<file path="src/rtl/watch_pkg.sv">
// ---------------------------------------------------------------------------
// watch_pkg
// Shared definitions for the watch time-setting logic:
//   - state_t        : entry FSM states
//   - POS_*          : digit positions, 0 = h_ten .. 5 = s_one
//   - MAX_DIGIT_TBL  : per-position upper bound, same BCD packing as a time word
//   - get_digit / set_digit : access one BCD digit of a packed 24-bit time
//   - max_digit      : upper bound for a position given the entered hour tens
// ---------------------------------------------------------------------------
package watch_pkg;

  typedef enum logic [1:0] {
    IDLE   = 2'd0,
    ENTRY  = 2'd1,
    COMMIT = 2'd2
  } state_t;

  localparam logic [2:0] POS_H_TEN = 3'd0;
  localparam logic [2:0] POS_H_ONE = 3'd1;
  localparam logic [2:0] POS_M_TEN = 3'd2;
  localparam logic [2:0] POS_M_ONE = 3'd3;
  localparam logic [2:0] POS_S_TEN = 3'd4;
  localparam logic [2:0] POS_S_ONE = 3'd5;

  // Packed like a time word so get_digit() indexes it directly.
  localparam logic [23:0] MAX_DIGIT_TBL = {4'd2, 4'd9, 4'd5, 4'd9, 4'd5, 4'd9};

  // Time word layout: {h_ten, h_one, m_ten, m_one, s_ten, s_one}, position 0 in the MSBs.
  function automatic logic [3:0] get_digit(input logic [23:0] t, input logic [2:0] pos);
    return 4'(t >> (4 * (5 - int'(pos))));
  endfunction

  function automatic logic [23:0] set_digit(input logic [23:0] t, input logic [2:0] pos,
                                            input logic [3:0] d);
    int unsigned sh;
    sh = 4 * (5 - int'(pos));
    return (t & ~(24'hF << sh)) | (24'(d) << sh);
  endfunction

  // Hour units are limited to 3 once the hour tens reads 2 (20..23 h).
  function automatic logic [3:0] max_digit(input logic [2:0] pos, input logic [3:0] h_ten);
    if (pos == POS_H_ONE && h_ten >= 4'd2) return 4'd3;
    return get_digit(MAX_DIGIT_TBL, pos);
  endfunction

endpackage

</file>
<file path="src/rtl/key_debounce.sv">
// ---------------------------------------------------------------------------
// key_debounce
// Conditions one raw asynchronous key: 2-FF synchroniser, stability counter
// that accepts a new level after N_DEB consecutive equal samples, and a
// one-cycle press pulse on the 0->1 change of the debounced level.
// Ports:
//   clk     in  system clock
//   rst     in  asynchronous active-low reset
//   key_raw in  raw key level, active-high, asynchronous
//   press   out one-cycle pulse per accepted press (no pulse on release)
// ---------------------------------------------------------------------------
module key_debounce #(
  parameter int unsigned N_DEB = 20
) (
  input  logic clk,
  input  logic rst,
  input  logic key_raw,
  output logic press
);

  localparam int unsigned N  = (N_DEB < 1) ? 1 : N_DEB;
  localparam int unsigned CW = (N > 1) ? $clog2(N) : 1;
  localparam logic [CW-1:0] CNT_LAST = CW'(N - 1);

  logic          sync1, sync2;
  logic          level, level_d;
  logic [CW-1:0] cnt;

  // NOTE: sequential state uses non-blocking assignments so every flop samples
  // pre-edge values regardless of statement order.
  always_ff @(posedge clk or negedge rst) begin
    if (!rst) begin
      sync1   <= 1'b0;
      sync2   <= 1'b0;
      level   <= 1'b0;
      level_d <= 1'b0;
      cnt     <= '0;
      press   <= 1'b0;
    end else begin
      sync1   <= key_raw;
      sync2   <= sync1;
      // Any sample equal to the current level restarts the stability window.
      if (sync2 == level) begin
        cnt <= '0;
      end else if (cnt == CNT_LAST) begin
        level <= sync2;
        cnt   <= '0;
      end else begin
        cnt <= cnt + 1'b1;
      end
      level_d <= level;
      press   <= level & ~level_d;
    end
  end

endmodule

</file>
<file path="src/rtl/time_set_ctrl.sv">
// ---------------------------------------------------------------------------
// time_set_ctrl
// Keypad-driven time-setting controller for the 24 h watch counter.
// '#' opens a six-digit HH:MM:SS entry seeded from the live time; each digit
// is range checked against its position, and the completed time is issued
// to the datapath as a one-cycle load. '#' again, or an idle timeout,
// aborts without loading.
// Ports:
//   clk        in  system clock
//   rst        in  asynchronous active-low reset
//   key_num    in  raw digit keys, bit i = key i
//   key_set    in  raw '#' key
//   cur_time   in  live BCD time {h_ten,h_one,m_ten,m_one,s_ten,s_one}
//   load       out one-cycle load strobe
//   load_time  out BCD time to load, valid while load=1
//   set_active out 1 during ENTRY and COMMIT (datapath halts counting)
//   cursor     out digit position being entered, 0 outside ENTRY
//   blink      out cursor digit visible (1) / blanked (0), 1 outside ENTRY
//   key_err    out one-cycle strobe on a rejected digit
// ---------------------------------------------------------------------------
module time_set_ctrl
  import watch_pkg::*;
#(
  parameter int unsigned CLK_HZ      = 1000,
  parameter int unsigned DEBOUNCE_MS = 20,
  parameter int unsigned TIMEOUT_S   = 10,
  parameter int unsigned BLINK_MS    = 500
) (
  input  logic        clk,
  input  logic        rst,
  input  logic [9:0]  key_num,
  input  logic        key_set,
  input  logic [23:0] cur_time,
  output logic        load,
  output logic [23:0] load_time,
  output logic        set_active,
  output logic [2:0]  cursor,
  output logic        blink,
  output logic        key_err
);

  localparam int unsigned N_DEB     = DEBOUNCE_MS * CLK_HZ / 1000;
  localparam int unsigned TO_CYC    = (TIMEOUT_S * CLK_HZ < 2) ? 2 : TIMEOUT_S * CLK_HZ;
  localparam int unsigned BLINK_CYC = (BLINK_MS * CLK_HZ / 1000 < 2) ? 2 : BLINK_MS * CLK_HZ / 1000;
  localparam int unsigned TW        = $clog2(TO_CYC);
  localparam int unsigned BW        = $clog2(BLINK_CYC);
  localparam logic [TW-1:0] TO_LAST    = TW'(TO_CYC - 1);
  localparam logic [BW-1:0] BLINK_LAST = BW'(BLINK_CYC - 1);

  logic [9:0]    dig_press;
  logic          set_press;
  logic          dig_valid;
  logic [3:0]    dig_val;
  logic          dig_ok;
  logic [23:0]   shadow, shadow_acc;
  state_t        state;
  logic [TW-1:0] to_cnt;
  logic [BW-1:0] blink_cnt;

  for (genvar i = 0; i < 10; i++) begin : g_dig
    key_debounce #(.N_DEB(N_DEB)) u_dig (
      .clk     (clk),
      .rst     (rst),
      .key_raw (key_num[i]),
      .press   (dig_press[i])
    );
  end

  key_debounce #(.N_DEB(N_DEB)) u_set (
    .clk     (clk),
    .rst     (rst),
    .key_raw (key_set),
    .press   (set_press)
  );

  // Simultaneous digit presses are ambiguous and dropped without an error.
  assign dig_valid = $onehot(dig_press);

  // NOTE: every combinational output gets a default before any conditional
  // assignment, otherwise a latch is inferred.
  always_comb begin
    dig_val = '0;
    for (int i = 0; i < 10; i++) begin
      if (dig_press[i]) dig_val = 4'(i);
    end
  end

  assign dig_ok = dig_val <= max_digit(cursor, get_digit(shadow, POS_H_TEN));

  // Shadow after accepting dig_val; choosing 2x h clears an out-of-range h_one.
  always_comb begin
    shadow_acc = set_digit(shadow, cursor, dig_val);
    if (cursor == POS_H_TEN && dig_val == 4'd2 && get_digit(shadow, POS_H_ONE) > 4'd3) begin
      shadow_acc = set_digit(shadow_acc, POS_H_ONE, 4'd0);
    end
  end

  always_ff @(posedge clk or negedge rst) begin
    if (!rst) begin
      state      <= IDLE;
      shadow     <= '0;
      to_cnt     <= '0;
      blink_cnt  <= '0;
      load       <= 1'b0;
      load_time  <= '0;
      set_active <= 1'b0;
      cursor     <= '0;
      blink      <= 1'b1;
      key_err    <= 1'b0;
    end else begin
      load    <= 1'b0;
      key_err <= 1'b0;
      unique case (state)
        IDLE: begin
          if (set_press) begin
            state      <= ENTRY;
            shadow     <= cur_time;
            set_active <= 1'b1;
            cursor     <= POS_H_TEN;
            blink      <= 1'b1;
            to_cnt     <= '0;
            blink_cnt  <= '0;
          end
        end
        ENTRY: begin
          // Free-running timers; later assignments below take precedence.
          to_cnt <= to_cnt + 1'b1;
          if (blink_cnt == BLINK_LAST) begin
            blink     <= ~blink;
            blink_cnt <= '0;
          end else begin
            blink_cnt <= blink_cnt + 1'b1;
          end

          if (set_press || (!dig_valid && to_cnt == TO_LAST)) begin
            state      <= IDLE;
            set_active <= 1'b0;
            cursor     <= '0;
            blink      <= 1'b1;
          end else if (dig_valid) begin
            to_cnt <= '0;
            if (dig_ok) begin
              shadow    <= shadow_acc;
              blink     <= 1'b1;
              blink_cnt <= '0;
              if (cursor == POS_S_ONE) begin
                state     <= COMMIT;
                load      <= 1'b1;
                load_time <= shadow_acc;
                cursor    <= '0;
              end else begin
                cursor <= cursor + 3'd1;
              end
            end else begin
              key_err <= 1'b1;
            end
          end
        end
        COMMIT: begin
          state      <= IDLE;
          set_active <= 1'b0;
          blink      <= 1'b1;
        end
        default: begin
          state      <= IDLE;
          set_active <= 1'b0;
          cursor     <= '0;
          blink      <= 1'b1;
        end
      endcase
    end
  end

endmodule
</file>
<file path="config.mk">
export PLATFORM = sky130hd
export DESIGN_NAME = time_set_ctrl
export DESIGN_NICKNAME = d
export VERILOG_FILES = /design/src/rtl/watch_pkg.sv /design/src/rtl/key_debounce.sv /design/src/rtl/time_set_ctrl.sv
export SDC_FILE = /design/constraint.sdc
export NUM_CORES = 1
export LEC_CHECK = 0
export BUFFER_PORTS_ARGS = -buffer_cell sky130_fd_sc_hd__buf_2
export CORE_MARGIN = 3
export CORE_UTILIZATION = 54
export DETAILED_ROUTE_END_ITERATION = 6
export PLACE_DENSITY = 0.76
export RECOVER_POWER = 25
export SYNTH_ARGS = -nofsm -noshare
export SYNTH_HDL_FRONTEND = slang
export SYNTH_SLANG_ARGS = --single-unit
</file>
<file path="constraint.sdc">
create_clock -name clk -period 4.1 [get_ports clk]
set_input_delay 0.205 -clock clk [delete_from_list [all_inputs] [get_ports clk]]
set_output_delay 0.205 -clock clk [all_outputs]
set_load 0.005 [all_outputs]
</file>
Yosys cells after proc, flatten, opt, wreduce, memory -nomap -nowiden --
Cells that the tools add are included.
Word-level totals: bits in registers 190, bits of input ports 37, output and inout bits 31
Cells by class: add/subtract/negate cells 24, order comparisons 3, equality and inequality tests 38, shift-type cells 3, muxes and demuxes 79, bitwise operators 39, reductions and logical operators 26
Operators with widths (number):
- 2-to-1 mux 5 bit | 22
- 2-to-1 mux 24 bit | 4
- adder 5 x 1 -> 5 bit, second input constant | 11
- == test 5 bit, second input constant | 11
- case mux 24 bit (2 select lines) | 1
- 2-to-1 mux 9 bit | 5
- 2-to-1 mux 14 bit | 3
- << shifter 4 x 32 -> 24 bit | 1
- << shifter 4 x 32 -> 24 bit, first input constant | 1
- >> shifter 22 x 32 -> 4 bit, first input constant | 1
- case mux 14 bit (2 select lines) | 1
- AND reduction 2 bit | 13
- NOT 1 bit | 25
- bitwise AND 24 bit | 1
- 2-to-1 mux 3 bit | 8
- NOT 24 bit | 1
- bitwise OR 24 bit | 1
- 2-to-1 mux 20 bit | 1
- 2-to-1 mux 4 bit | 5
- case mux 9 bit (2 select lines) | 1
- 2-to-1 mux 1 bit | 17
- adder 14 x 1 -> 14 bit, second input constant | 1
- == test 14 bit, second input constant | 1
- 2-to-1 mux 2 bit | 7
- other kinds (33) | 69

Longest topological paths before layout --
depth after elaboration 17, gate-level depth with buffers 15, mapped depth without buffers 14

Modules after synthesis --
From an unflattened synthesis, not the netlist that was laid out.
Second synthesis, totals: cells, all modules 804, area total of the unflattened synthesis 8667.1 sq um
Modules (own cells, without submodules):
- time_set_ctrl | times used 1, cells an instance 507, area an instance 4538.1 sq um, sequential area each 2003.2 sq um
- key_debounce | times used 11, cells an instance 27, area an instance 375.4 sq um, sequential area each 250.2 sq um

Worst setup path after synthesis --
Ideal clock, no wire load.
kind register -> register, start reg g_dig[5].u_dig.press, end reg load_time[11], arrival 3993 ps, slack -17 ps, stages on the path, launching flop included 15, period minus slack after synthesis 4117 ps, cell sequence dfrtp_1 fa_1 fa_1 inv_1 fa_1 inv_1 ha_1 inv_1 fa_1 nand2b_1 o2111ai_2 o21a_1 nor4_4 buf_6 mux2_2
On the way: cells in the longest elaborated chain, start to end 10
RTL lines:
- start, declared | line key_debounce.sv:18 | output logic press
- start signal, assigned | line key_debounce.sv:52 | press <= level & ~level_d;
- adder 1 x 1 -> 2 bit (not written as such) | line time_set_ctrl.sv:77 | assign dig_valid = $onehot(dig_press);
- adder 2 x 2 -> 3 bit (not written as such) | line time_set_ctrl.sv:77
- adder 3 x 3 -> 4 bit (not written as such) | line time_set_ctrl.sv:77
- adder 4 x 2 -> 4 bit (not written as such) | line time_set_ctrl.sv:77
- == test 4 x 1 -> 1 bit | line time_set_ctrl.sv:77
- logical NOT 1 bit | line time_set_ctrl.sv:135 | if (set_press || (!dig_valid && to_cnt == TO_LAST)) begin
- logical AND 1 bit | line time_set_ctrl.sv:135
- logical OR 1 bit | line time_set_ctrl.sv:135
- NOT 1 bit (no source line)
- AND reduction 5 bit (no source line) (*)
- end signal, assigned | line time_set_ctrl.sv:149 | load_time <= shadow_acc;
- end, declared | line time_set_ctrl.sv:35 | output logic [23:0] load_time,
Mark *: on every way between the ends. The rest lies on a longest branch, timed or not. A chain may end at the register's enable or synchronous reset.

Final worst setup path --
start reg g_dig[5].u_dig.press, end reg load_time[19]
On the way: cells in the longest elaborated chain, start to end 10
RTL lines (line):
- adder 1 x 1 -> 2 bit (not written as such) | time_set_ctrl.sv:77
- adder 2 x 2 -> 3 bit (not written as such) | time_set_ctrl.sv:77
- adder 3 x 3 -> 4 bit (not written as such) | time_set_ctrl.sv:77
- adder 4 x 2 -> 4 bit (not written as such) | time_set_ctrl.sv:77
- == test 4 x 1 -> 1 bit | time_set_ctrl.sv:77
- logical NOT 1 bit | time_set_ctrl.sv:135
- logical AND 1 bit | time_set_ctrl.sv:135
- logical OR 1 bit | time_set_ctrl.sv:135
- NOT 1 bit (no source line)
- AND reduction 5 bit (no source line)
Parallel ways exist; a longest one is shown, timed or not.

==> flow_summary.toml <==
[cts]
ctsHtreeMaxLevel = 4
clock_sinks = 190
clk_root_buffer_cell = "clkbuf_16"
path_clk_slew_ns = 0.07
cts_max_path_buffers = 2
clk_latency_ns = 0.44
cts_buffers = 17
cts_tree = "built"

[synth]
postSynthAreaPerCell_um2 = 11.0
yosys_register_bits = 190
synth_flop_cell = "dfrtp_1"
yosysWarnings = 0
synth_area_um2 = 8370
ys_types = 61
ys_seq_area_frac = 0.568
synth_edf_count = 0
synth.net_count = 827
async_flop_share = 1.00
synth_cells = 760

[timing]
tightest_slew_ns = 2.35
setup_slack_ns = 0.0707
maxSlewHeadroom = -0.566
finalMaxSlewViolations = 101
fin_crit_sh = 0.983
setup_viol_count_final = 0
max_freq_mhz = 248
finalHoldViolations = 0
skew_ns = 0.0102
min_period_ns = 4.03
rsz0062_at_grt = "true"
setup-tns-final_ns = 0

[worst_setup_path]
crit_end = "load_time[19]"
reg2reg_from = "g_dig[5].u_dig.press"
r2r_cells = 14
arrival_ns = 4.35
required_ns = 4.42
crit_chain = "fa_1 -> fa_1 -> inv_1 -> fa_1 -> inv_1 -> ha_2 -> inv_2 -> fa_2 -> o2111ai_4 -> o21a_4 -> nor4_4 -> buf_4 -> clkbuf_16 -> mux2_4"
cp-startpoint = "g_dig[5].u_dig.press"
crit_type = "reg -> reg"
worstSetupStartpointType = "flip-flop"
reg2reg_slack_ns = 0.07
r2r-end = "load_time[19]"
cpPeakStageDelay_ns = 0.55
path_max_fanout = 8
crit_top_cell = "fa_1"
cp-end-kind = "flip-flop"
crit_slowest_cell = "fa_2"

[routing]
vias = 6044
wl_per_cell_um = 16.0
wirelength_mm = 16.9
postRouteAntennaNets = 0
drt_iter0_drc = 398
firstDrtPassIters = 5
drc = 0
via_per_inst = 5.71

[cells_and_area]
nNetsFinal = 929
syn_to_final_growth_pct = 18.6
layout_common_cells = "189 x dfrtp_1, 96 x nor2_1, 66 x buf_2"
drive_gt1_frac = 0.192
n_fill_cell = 1103
antennaDiodeCount = 0
layout_commonest_cell = "dfrtp_1"

[floorplan]
core_area_um2 = 14900
io_pins = 68
row_count = 44
start_util = 0.563
die_y_um = 131
die_area_um2 = 17000
die_x_um = 131

[pwr]
power_density_nw_per_um2 = 383
p_leak_nw = 4.81
ir_drop_uv = 332
total_power_mw = 3.80

[status]
status = "finished, violations left"
violations = "capacitance limit, slew limit"

[placed_design]
hpwlAfterDp_mm = 11.5
gp_congestion = 0.898
io_buffers = 67
dpl_worst_slack_ns = 0.0127

[global_route]
first_global_vias = 5992
antenna_found_initial = 0
grt_pass1_wl_mm = 28.1
grtUsageTotal = 0.207
grt_overflow_total = 0
grt_max_degree = 101

[hold_path]
hold_path_class = "in -> reg"

[run]
cap_violations = 1
## routing by layer
metal / share of wire / GRT usage
met4: 0.019 / 0.0726
met2: 0.50 / 0.345
met3: 0.054 / 0.0472
met1: 0.43 / 0.268
met5: 0 / 0
## Yosys cell counts (all sizes together) (2+ instances only)
cell type	count	area share
inv	32	0.014
or4	2	0.0018
nand3	32	0.019
o21bai	2	0.0018
nand4	10	0.0075
nor4	7	0.0070
and2	3	0.0022
and3	4	0.0030
xnor2	14	0.015
dfrtp	189	0.56
nor4b	2	0.0021
a211oi	4	0.0042
nor2	98	0.044
ha	24	0.036
o21a	4	0.0036
nor2b	18	0.013
a2bb2oi	17	0.018
a21oi	21	0.013
a211o	2	0.0021
o22ai	16	0.012
mux2i	2	0.0024
o211ai	2	0.0018
nor3b	4	0.0036
a22oi	2	0.0018
mux2	29	0.039
a21boi	2	0.0018
o221ai	3	0.0031
clkbuf	14	0.0063
o21ai	40	0.024
a31oi	5	0.0037
xor2	35	0.037
nor3	18	0.011
nand2	52	0.023
o31ai	4	0.0036
a21o	2	0.0018
fa	6	0.014
buf	6	0.0051
nand2b	14	0.010
## through the flow
stage	utilization	hold slack [ns]	area, um^2	std cells
finish	0.668	0.0208	9930	1059
CTS	0.659	0.0107	9790	1055
detailed placement	0.608	0.314	9040	1011
global placement	0.608	0.312	9040	1011
floorplan	-	-0.0906	8400	760
global route	0.668	0.0302	9930	1059
## state kept, by name (all words and copies together) (netlist names), 2 cells and up
name                 flops
g_dig.u_dig.level       10
g_dig.u_dig.sync2       10
g_dig.u_dig.sync1       10
g_dig.u_dig.press       10
blink_cnt                9
g_dig.u_dig.cnt         50
u_set.cnt                5
g_dig.u_dig.level_d     10
load_time               24
cursor                   3
to_cnt                  14
state                    2
shadow                  24
## cells by family after synthesis
logic type	synth area share
muxes	0.0414
buffers and inverters	0.0261
DFF	0.568
and+or+nand+nor	0.154
AOI/OAI and AO/OA	0.109
xor gates and xnor gates	0.0512
adders and majority gates	0.0502
## critical path, delay by kind of cell (launching register included)
family | cells | cell delay (ns)
buf+inv | 5 | 0.51
simple gates | 1 | 0.20
fa+ha+maj | 5 | 2.14
compound gates | 2 | 0.36
flops | 1 | 0.42
mux | 1 | 0.30
## final cells by class
class                      instances  area [um^2]  share of cell area
clock inverter                    15          204              0.0205
timing repair buffer             103          691              0.0696
tap                              184          230              0.0232
clock buffer                      17          425              0.0428
inverter                          33          124              0.0125
multi-input combinational        517         3500               0.352
sequential                       190         4760               0.479
## worst min-delay path by stage
stage / cells past startpoint / end / startpoint / slack, ns
floorplan: 0 / blink_cnt[0] / rst / -0.09
global placement: 1 / g_dig[8].u_dig.sync1 / key_num[8] / 0.31
detailed placement: 1 / g_dig[9].u_dig.sync1 / key_num[9] / 0.31
CTS: 3 / shadow[18] / cur_time[18] / 0.01
global route: 3 / shadow[18] / cur_time[18] / 0.03
finish: 3 / shadow[18] / cur_time[18] / 0.02
## power by group
group	switching, mW	internal, mW
clock network	0.744	0.980
logic	0.0792	0.0563
registers	0.0274	1.91
## timing repair
action                                  CTS  global route
endpoints found under the setup margin    0            45
resized for setup                         0            23
endpoints found under the hold margin   109             0
hold buffers                             12             0
setup buffers                             0             2
No activity file was read; power rests on OpenSTA's default activity.
